--- config.mk ---
export PLATFORM = sky130hd
export DESIGN_NAME = axi_addr_demux
export DESIGN_NICKNAME = d
export VERILOG_FILES = /design/src/rtl/axi_addr_demux_pkg.sv /design/src/rtl/axi_addr_demux.sv
export SDC_FILE = /design/constraint.sdc
export NUM_CORES = 1
export LEC_CHECK = 0
export CORE_AREA = 3 3 276 278
export CTS_CLUSTER_DIAMETER = 40
export DETAILED_ROUTE_END_ITERATION = 10
export DIE_AREA = 0 0 279 281
export GPL_TIMING_DRIVEN = 0
export SLEW_MARGIN = 10
export SYNTH_ARGS = -nofsm -noshare
export SYNTH_HDL_FRONTEND = slang
export SYNTH_SLANG_ARGS = --single-unit
--- constraint.sdc ---
create_clock -name clk -period 4.3 [get_ports clk]
set_input_delay 0.86 -clock clk [delete_from_list [all_inputs] [get_ports clk]]
set_output_delay 0.86 -clock clk [all_outputs]
set_load 0.02 [all_outputs]
--- src/rtl/axi_addr_demux_pkg.sv ---
// AXI4 channel bundles shared by the address demux and its bench.
package axi_addr_demux_pkg;

    typedef struct packed {
        logic [3:0]  awid;
        logic [31:0] awaddr;
        logic [7:0]  awlen;
        logic        awvalid;
        logic [31:0] wdata;
        logic [3:0]  wstrb;
        logic        wlast;
        logic        wvalid;
        logic        bready;
        logic [3:0]  arid;
        logic [31:0] araddr;
        logic [7:0]  arlen;
        logic        arvalid;
        logic        rready;
    } s_axi_mosi_t;

    typedef struct packed {
        logic        awready;
        logic        wready;
        logic [3:0]  bid;
        logic [1:0]  bresp;
        logic        bvalid;
        logic        arready;
        logic [3:0]  rid;
        logic [31:0] rdata;
        logic [1:0]  rresp;
        logic        rlast;
        logic        rvalid;
    } s_axi_miso_t;

endpackage

--- src/rtl/axi_addr_demux.sv ---
// AXI4 1-to-N address demux. AR and AW are decoded independently; each
// channel tracks outstanding transactions to a single latched target and
// answers unmapped addresses with an internal DECERR.
module axi_addr_demux
    import axi_addr_demux_pkg::*;
#(
    parameter int                      N_SLAVES        = 3,
    parameter logic [N_SLAVES*32-1:0]  SLV_BASE        = {32'h2000_0000, 32'h1000_0000, 32'h8000_0000},
    parameter logic [N_SLAVES*32-1:0]  SLV_MASK        = {32'hF000_0000, 32'hF000_0000, 32'hFFFF_0000},
    parameter int                      MAX_OUTSTANDING = 4
) (
    input  logic                         clk,
    input  logic                         rst,
    input  s_axi_mosi_t                  mst_axi_mosi_i,
    output s_axi_miso_t                  mst_axi_miso_o,
    output s_axi_mosi_t [N_SLAVES-1:0]   slv_axi_mosi_o,
    input  s_axi_miso_t [N_SLAVES-1:0]   slv_axi_miso_i
);

    localparam int SW = (N_SLAVES > 1) ? $clog2(N_SLAVES) : 1;
    localparam int CW = $clog2(MAX_OUTSTANDING + 1);
    localparam logic [CW-1:0] CMAX = CW'(MAX_OUTSTANDING);

    localparam logic [1:0] R_IDLE = 2'd0, R_BUSY = 2'd1, R_ERR = 2'd2;
    localparam logic [1:0] W_IDLE = 2'd0, W_BUSY = 2'd1, W_ERR = 2'd2;

    s_axi_mosi_t m;
    assign m = mst_axi_mosi_i;

    logic [1:0]    rstate, wstate;
    logic [CW-1:0] rcnt, wcnt, rcnt_nxt, wcnt_nxt;
    logic [SW-1:0] rsel, wsel, ar_tgt, aw_tgt, w_tgt;
    logic [3:0]    rid_q, wid_q;
    logic [7:0]    rlen_q, rbeat;
    logic          werr_b;
    logic          ar_hit, aw_hit, ar_fwd, aw_fwd, ar_err, aw_err;
    logic          ar_hs, aw_hs, r_done, b_done, w_route;

    s_axi_miso_t                mst_c;
    s_axi_mosi_t [N_SLAVES-1:0] slv_c;

    // Address decode: scan high to low so the lowest matching index wins.
    always_comb begin
        ar_hit = 1'b0;
        ar_tgt = '0;
        aw_hit = 1'b0;
        aw_tgt = '0;
        for (int i = N_SLAVES - 1; i >= 0; i--) begin
            if ((m.araddr & SLV_MASK[i*32 +: 32]) == SLV_BASE[i*32 +: 32]) begin
                ar_hit = 1'b1;
                ar_tgt = SW'(i);
            end
            if ((m.awaddr & SLV_MASK[i*32 +: 32]) == SLV_BASE[i*32 +: 32]) begin
                aw_hit = 1'b1;
                aw_tgt = SW'(i);
            end
        end
    end

    // Accept/stall qualification and counter next-values for both channels.
    always_comb begin
        ar_fwd   = m.arvalid & ar_hit &
                   ((rstate == R_IDLE) |
                    ((rstate == R_BUSY) & (ar_tgt == rsel) & (rcnt < CMAX)));
        ar_err   = (rstate == R_IDLE) & m.arvalid & ~ar_hit;
        ar_hs    = ar_fwd & slv_axi_miso_i[ar_tgt].arready;
        r_done   = (rstate == R_BUSY) & slv_axi_miso_i[rsel].rvalid &
                   m.rready & slv_axi_miso_i[rsel].rlast;
        rcnt_nxt = rcnt + CW'(ar_hs) - CW'(r_done);

        aw_fwd   = m.awvalid & aw_hit &
                   ((wstate == W_IDLE) |
                    ((wstate == W_BUSY) & (aw_tgt == wsel) & (wcnt < CMAX)));
        aw_err   = (wstate == W_IDLE) & m.awvalid & ~aw_hit;
        aw_hs    = aw_fwd & slv_axi_miso_i[aw_tgt].awready;
        b_done   = (wstate == W_BUSY) & slv_axi_miso_i[wsel].bvalid & m.bready;
        wcnt_nxt = wcnt + CW'(aw_hs) - CW'(b_done);

        // W may arrive with its AW while idle; afterwards it follows wsel.
        w_route  = (wstate == W_BUSY) | ((wstate == W_IDLE) & m.awvalid & aw_hit);
        w_tgt    = (wstate == W_BUSY) ? wsel : aw_tgt;
    end

    // Combinational routing; everything not explicitly driven stays zero.
    always_comb begin
        mst_c = '0;
        slv_c = '0;

        if (ar_fwd) begin
            slv_c[ar_tgt].arid    = m.arid;
            slv_c[ar_tgt].araddr  = m.araddr;
            slv_c[ar_tgt].arlen   = m.arlen;
            slv_c[ar_tgt].arvalid = 1'b1;
            mst_c.arready         = slv_axi_miso_i[ar_tgt].arready;
        end else if (ar_err) begin
            mst_c.arready = 1'b1;
        end

        if (rstate == R_BUSY) begin
            mst_c.rid            = slv_axi_miso_i[rsel].rid;
            mst_c.rdata          = slv_axi_miso_i[rsel].rdata;
            mst_c.rresp          = slv_axi_miso_i[rsel].rresp;
            mst_c.rlast          = slv_axi_miso_i[rsel].rlast;
            mst_c.rvalid         = slv_axi_miso_i[rsel].rvalid;
            slv_c[rsel].rready   = m.rready;
        end else if (rstate == R_ERR) begin
            mst_c.rid    = rid_q;
            mst_c.rresp  = 2'b11;
            mst_c.rlast  = (rbeat == rlen_q);
            mst_c.rvalid = 1'b1;
        end

        if (aw_fwd) begin
            slv_c[aw_tgt].awid    = m.awid;
            slv_c[aw_tgt].awaddr  = m.awaddr;
            slv_c[aw_tgt].awlen   = m.awlen;
            slv_c[aw_tgt].awvalid = 1'b1;
            mst_c.awready         = slv_axi_miso_i[aw_tgt].awready;
        end else if (aw_err) begin
            mst_c.awready = 1'b1;
        end

        if (w_route) begin
            slv_c[w_tgt].wdata  = m.wdata;
            slv_c[w_tgt].wstrb  = m.wstrb;
            slv_c[w_tgt].wlast  = m.wlast;
            slv_c[w_tgt].wvalid = m.wvalid;
            mst_c.wready        = slv_axi_miso_i[w_tgt].wready;
        end else if ((wstate == W_ERR) && !werr_b) begin
            mst_c.wready = 1'b1;
        end

        if (wstate == W_BUSY) begin
            mst_c.bid          = slv_axi_miso_i[wsel].bid;
            mst_c.bresp        = slv_axi_miso_i[wsel].bresp;
            mst_c.bvalid       = slv_axi_miso_i[wsel].bvalid;
            slv_c[wsel].bready = m.bready;
        end else if ((wstate == W_ERR) && werr_b) begin
            mst_c.bid    = wid_q;
            mst_c.bresp  = 2'b11;
            mst_c.bvalid = 1'b1;
        end
    end

    // Outputs are forced quiet while reset is asserted.
    assign mst_axi_miso_o = rst ? mst_c : '0;
    assign slv_axi_mosi_o = rst ? slv_c : '0;

    // Read tracker: target latch, outstanding count and DECERR beat generator.
    always_ff @(posedge clk) begin
        if (!rst) begin
            rstate <= R_IDLE;
            rcnt   <= '0;
            rsel   <= '0;
            rid_q  <= '0;
            rlen_q <= '0;
            rbeat  <= '0;
        end else begin
            case (rstate)
                R_IDLE: begin
                    if (ar_hs) begin
                        rsel   <= ar_tgt;
                        rcnt   <= CW'(1);
                        rstate <= R_BUSY;
                    end else if (ar_err) begin
                        rid_q  <= m.arid;
                        rlen_q <= m.arlen;
                        rbeat  <= '0;
                        rstate <= R_ERR;
                    end
                end
                R_BUSY: begin
                    rcnt <= rcnt_nxt;
                    if (rcnt_nxt == '0) rstate <= R_IDLE;
                end
                R_ERR: begin
                    if (m.rready) begin
                        if (rbeat == rlen_q) rstate <= R_IDLE;
                        else                 rbeat  <= rbeat + 8'd1;
                    end
                end
                default: rstate <= R_IDLE;
            endcase
        end
    end

    // Write tracker: target latch, outstanding count and DECERR drain/response.
    always_ff @(posedge clk) begin
        if (!rst) begin
            wstate <= W_IDLE;
            wcnt   <= '0;
            wsel   <= '0;
            wid_q  <= '0;
            werr_b <= 1'b0;
        end else begin
            case (wstate)
                W_IDLE: begin
                    if (aw_hs) begin
                        wsel   <= aw_tgt;
                        wcnt   <= CW'(1);
                        wstate <= W_BUSY;
                    end else if (aw_err) begin
                        wid_q  <= m.awid;
                        werr_b <= 1'b0;
                        wstate <= W_ERR;
                    end
                end
                W_BUSY: begin
                    wcnt <= wcnt_nxt;
                    if (wcnt_nxt == '0) wstate <= W_IDLE;
                end
                W_ERR: begin
                    if (!werr_b) begin
                        if (m.wvalid && m.wlast) werr_b <= 1'b1;
                    end else if (m.bready) begin
                        werr_b <= 1'b0;
                        wstate <= W_IDLE;
                    end
                end
                default: wstate <= W_IDLE;
            endcase
        end
    end

endmodule

# Word level (Yosys, flattened, before mapping)
# Cells that the tools add are included.
[classes]
addsub = 5
mul = 0
div = 0
order_cmp = 12
n_eq_ne = 28
shift = 0
n_mux = 111
n_bitwise = 28
reduce_logical = 27
[ops]
columns = ["op", "count"]
rows = [
  ["$bwmux 390", 13],
  ["$demux 130 s2", 14],
  ["$mux 390", 6],
  ["$bmux 50 s2", 5],
  ["$and 390x390->390", 1],
  ["$mux 130", 1],
  ["$mux 126", 1],
  ["$mux 50", 2],
  ["$mux 49", 2],
  ["$mux 48", 2],
  ["$mux 94", 1],
  ["$mux 86", 1],
  ["$mux 85", 1],
  ["$mux 53", 1],
  ["$mux 47", 1],
  ["$mux 46", 1],
  ["$mux 42", 1],
  ["$mux 41", 1],
  ["$mux 40", 1],
  ["$mux 2", 18],
  ["$eq 16x16->1 const B", 2],
  ["$mux 32", 1],
  ["$mux 8", 4],
  ["$and 1x1->1", 20],
  ["other kinds (35)", 110],
]
[totals]
register_bits = 39
latchBits = 0
ram_bits = 0
rom_bits = 0
in_bits = 282
output_inout_bits = 440
wordCells = 222
n_memories = 0

# Logic depth before layout (Yosys ltp)
[logic_depth]
word_depth = 28
mapped_depth = 16
mapped_depth_nobuf = 15

# Least setup slack after synthesis
# OpenSTA, ideal clock, no wires.
[synth_path]
kind = "input port to flip-flop"
startpoint = "in mst_axi_mosi_i[122] (netlist name)"
endpoint = "reg wstate[0]"
setup_ps = 115
arrival_time_ps = 3912
required_time_ps = 4185
path_slack_ps = 274
cell_stages = 13
n_path_buf = 0
path_cell_list = "or4b_1 > xnor2_1 > o31a_2 > or3_1 > ha_1 > inv_1 > ha_1 > inv_1 > fa_1 > xor2_1 > xnor2_1 > a31oi_1 > o21a_1"
[synth_via]
elab_chain_len = 15
word_cells_on_any_way = 28
classes_between = "add/sub (2); eq/ne (6); mux (10); bitwise (8); reduce/logical (2)"
[synth_rtl]
columns = ["item", "line_no", "rtl"]
rows = [
  ["start: declaration", "axi_addr_demux.sv:14", "input s_axi_mosi_t mst_axi_mosi_i,"],
  ["$eq 4x2->1", "axi_addr_demux.sv:53", "if ((m.awaddr & SLV_MASK[i*32 +: 32]) == SLV_BASE[i*32 +: 32]) begin"],
  ["$mux 2 (3 in a row)", "axi_addr_demux.sv:53", ""],
  ["$eq 2x2->1", "axi_addr_demux.sv:73", "((wstate == W_BUSY) & (aw_tgt == wsel) & (wcnt < CMAX)));"],
  ["$and 1x1->1 (2 in a row)", "axi_addr_demux.sv:73", ""],
  ["$or 1x1->1", "axi_addr_demux.sv:72", "((wstate == W_IDLE) |"],
  ["$and 1x1->1", "axi_addr_demux.sv:71", "aw_fwd = m.awvalid & aw_hit &"],
  ["$and 1x1->1", "axi_addr_demux.sv:75", "aw_hs = aw_fwd & slv_axi_miso_i[aw_tgt].awready;"],
  ["$add 3x1->3", "axi_addr_demux.sv:77", "wcnt_nxt = wcnt + CW'(aw_hs) - CW'(b_done);"],
  ["$sub 3x1->3", "axi_addr_demux.sv:77", ""],
  ["$logic_not 3->1", "axi_addr_demux.sv:210", "if (wcnt_nxt == '0) wstate <= W_IDLE;"],
  ["$ne 2x1->1 (no line)", "n/a", ""],
  ["$reduce_and 4->1 (no line)", "n/a", ""],
  ["end signal: assignment", "axi_addr_demux.sv:210", ""],
  ["end signal: assignment", "axi_addr_demux.sv:217", "wstate <= W_IDLE;"],
  ["end signal: assignment", "axi_addr_demux.sv:220", "default: wstate <= W_IDLE;"],
  ["end: declaration", "axi_addr_demux.sv:30", "logic [1:0] rstate, wstate;"],
]
# Several ways; a longest one is shown, not always the timed one. The select of a mux whose other input is x is not followed.
# A chain may end at the register's enable or synchronous reset.

==> flow_summary_export.csv <==
group,metric,value,unit
global_routing,grt_pass1_vias,9317,
logic_synthesis,netlist.area_leader.share,32.8,%
clock_tree,cts.sinks,39,
placed_design,dp_hpwl,44100,um
logic_synthesis,synth_area_leaders,"and2_1, dfxtp_1, mux2i_1, nor2_1, a21oi_1",
finish,drive_above_1_share,21.9,%
drt,drc,0,
clock_tree,cts_tree,"done",
critical_path,start_kind,"input port",
finish,fin_nets,1980,
floorplanning,start_util,8.55,%
power_and_ir_drop,vdd_drop_max,0.125,mV
job,cap_violations,0,
clock_tree,cts.clk_slew.worst_paths,0.07,ns
timing,worstMarginPinSlew,0.932,ns
critical_path,path_cells,"clkdlybuf4s50_1, nor4b_2, and4_4, o21ai_2, a221oi_2, buf_4, clkbuf_4, and2_1, dlygate4sd2_1",
critical_path,rrSetupSlack,0.64,ns
timing,hold_slack,0.500,ns
finish,layout_commonest_cell,"and2_1",
floorplanning,row_count,100,
finish,final_cell_mix,"and2_1, clkdlybuf4s50_1, nor2_1",
global_routing,grt_antenna_before_repair,5,
clock_tree,numCtsBuffers,5,
drt,drtIter0Drc,311,
global_routing,track_usage,12.1,%
placed_design,port-buffer-count,678,
power_and_ir_drop,power.leakage,6.80,nW
timing,maxSlewHeadroom,37.8,%
logic_synthesis,syn_area,6340,um2
finish,multi_input_area,5300,um2
logic_synthesis,avgSynthCellArea,6.77,um2
floorplanning,die_w,279,um
critical_path,rr_startpoint,"rsel[0]$_SDFFE_PN0P_",
finish,area.growth.synth_to_final,135,%
critical_path,required,3.44,ns
drt,dr_total_vias,9395,
floorplanning,dieArea,78400,um2
critical_path,crit_type,"input port to primary output",
placed_design,finalWeightedCongestion,0.803,
hold_path,holdCritStartpoint,"rid_q[2]$_SDFFE_PN0P_",
drt,post_drt_wl_per_cell,19.2,um
logic_synthesis,ys_types,57,
timing,post-route-min-period,4.21,ns
floorplanning,num_io_pins,722,
logic_synthesis,synth_ff_type,"dfxtp_1",
power_and_ir_drop,power,1.47,mW
power_and_ir_drop,pwr_density_cell,98.8,nW/um2
timing,drv_slew,0,
drt,drtAntennaViolNets,0,
global_routing,grt_overflow,0,
logic_synthesis,seq_area_frac_synth,12.3,%
hold_path,hp-class,"flop to flop",
logic_synthesis,synthCells,937,
floorplanning,die_h,281,um
logic_synthesis,synth_largest_area_cell,"and2_1",
critical_path,crit_path_max_incr_delay,0.47,ns
timing,post-route-period-util,98.0,%
finish,nFillCells,8465,
timing,max_freq,0.237,GHz
finish,seqCellArea,781,um2
critical_path,startpoint,"mst_axi_mosi_i[110]",
critical_path,worst_path_max_delay_cell,"clkdlybuf4s50_1",
outcome,outcome,"complete, no violations",
drt,drt-total-wl,51300,um
timing,finClkSkew,0.0135,ns
logic_synthesis,async_reset_ff_share,0,%
global_routing,grt_max_degree,13,
clock_tree,cts_root_buffer,"clkbuf_16",
timing,hold_viol_final,0,
drt,routed_via_density,3.52,
logic_synthesis,ys_warn_count,0,
critical_path,cp_max_fo,10,
critical_path,critPathArrivalTime,3.35,ns
critical_path,critPathCaptureType,"primary output",
timing,setup_viol_count_final,0,
drt,firstDrtPassIters,4,
floorplanning,core-area,74200,um2
clock_tree,insertion_delay,0.30,ns
global_routing,grt_pass1_wl,69000,um
clock_tree,ctsLongestPathBuffers,2,
logic_synthesis,synth_edf_count,0,
clock_tree,htree_levels,2,
timing,rsz0062_at_grt,"yes",
logic_synthesis,ys_ff_latch,39,
## layer usage
metal	share of wire [%]	GRT usage, %	vias to the layer above	wire length [um]
li1	-	-	4536	-
met1	41	14.3	4356	21100
met2	51	22.6	478	26000
met3	7.1	2.91	25	3620
met4	1.0	1.58	0	535
met5	0	0	-	0
## registers in the layout, summed over array words and instances (netlist names)
register / flops
rstate: 2
wid_q: 4
wcnt: 3
rbeat: 8
rcnt: 3
rsel: 2
rid_q: 4
rlen_q: 8
werr_b: 1
wstate: 2
wsel: 2
## cell type report
cell class | count | share of cell area, %
multi-input combinational | 812 | 35.6
inverter | 14 | 0.378
sequential | 39 | 5.24
timing repair buffer | 706 | 43.6
tap | 969 | 8.14
clock inverter | 2 | 0.0840
antenna | 5 | 0.0840
buffer | 113 | 6.05
clock buffer | 6 | 0.865
## critical path: cells and delay by family
kind            cells  cell delay [ns]
simple gates        3             0.76
compound gates      2             0.46
buf+inv             4             1.25
## per-stage QoR
step / TNS, ns / setup slack, ns / std cells / utilization (%) / instance area [um2]
detailed placement: -398.20 / -1.70 / 2625 / 19.5 / 14500
finish: 0 / 0.0875 / 2666 / 20.1 / 14900
global route: -0.0344 / -0.0261 / 2662 / 20.1 / 14900
CTS: -0.0220 / -0.0136 / 2657 / 20.3 / 15000
global placement: -394.13 / -1.72 / 2625 / 19.5 / 14500
floorplan: 0 / 0.274 / 978 / - / 6500
## Yosys cell counts, types with 12 or more instances
library cell	number
dfxtp_1	39
a21oi_1	65
clkbuf_1	52
o21ai_0	16
inv_1	14
and2_1	333
nor2_1	114
mux2i_1	70
buf_4	42
xnor2_1	12
nand2_1	33
## kinds of logic (layout without fill, tap and decap cells)
| logic type | count (synthesis) | in the layout | synth area share, % |
|---|---|---|---|
| compound gates | 121 | 121 | 11.5 |
| mux | 72 | 72 | 11.4 |
| buf+inv | 127 | 841 | 10.3 |
| simple gates | 552 | 552 | 50.3 |
| other cells | 1 | 47 | 0.0591 |
| flops | 39 | 39 | 12.3 |
| fa+ha+maj | 7 | 7 | 1.62 |
| xor+xnor | 18 | 18 | 2.49 |
## power breakdown
group | switching (mW) | internal, mW | leakage [nW] | total, mW
clock | 0.195 | 0.216 | 0.0669 | 0.411
sequential | 0.0117 | 0.376 | 0.317 | 0.388
combinational | 0.319 | 0.353 | 6.42 | 0.672
total | 0.526 | 0.945 | 6.80 | 1.47
## path summary, 6_finish.rpt
path                                               end  cells past startpoint
worst max-delay path               slv_axi_mosi_o[184]                      9
worst min-delay path             rid_q[2]$_SDFFE_PN0P_                      2
worst max register to register  rstate[0]$_SDFFE_PN0P_                     14
worst min register to register   rid_q[2]$_SDFFE_PN0P_                      2
## timing repair
item,in CTS,in global routing
cloned,2,2
resized for setup,885,192
hold buffers,0,0
pin swaps,18,10
setup endpoints to repair,366,325
setup buffers,22,2
(Power assumes the default switching activity.)
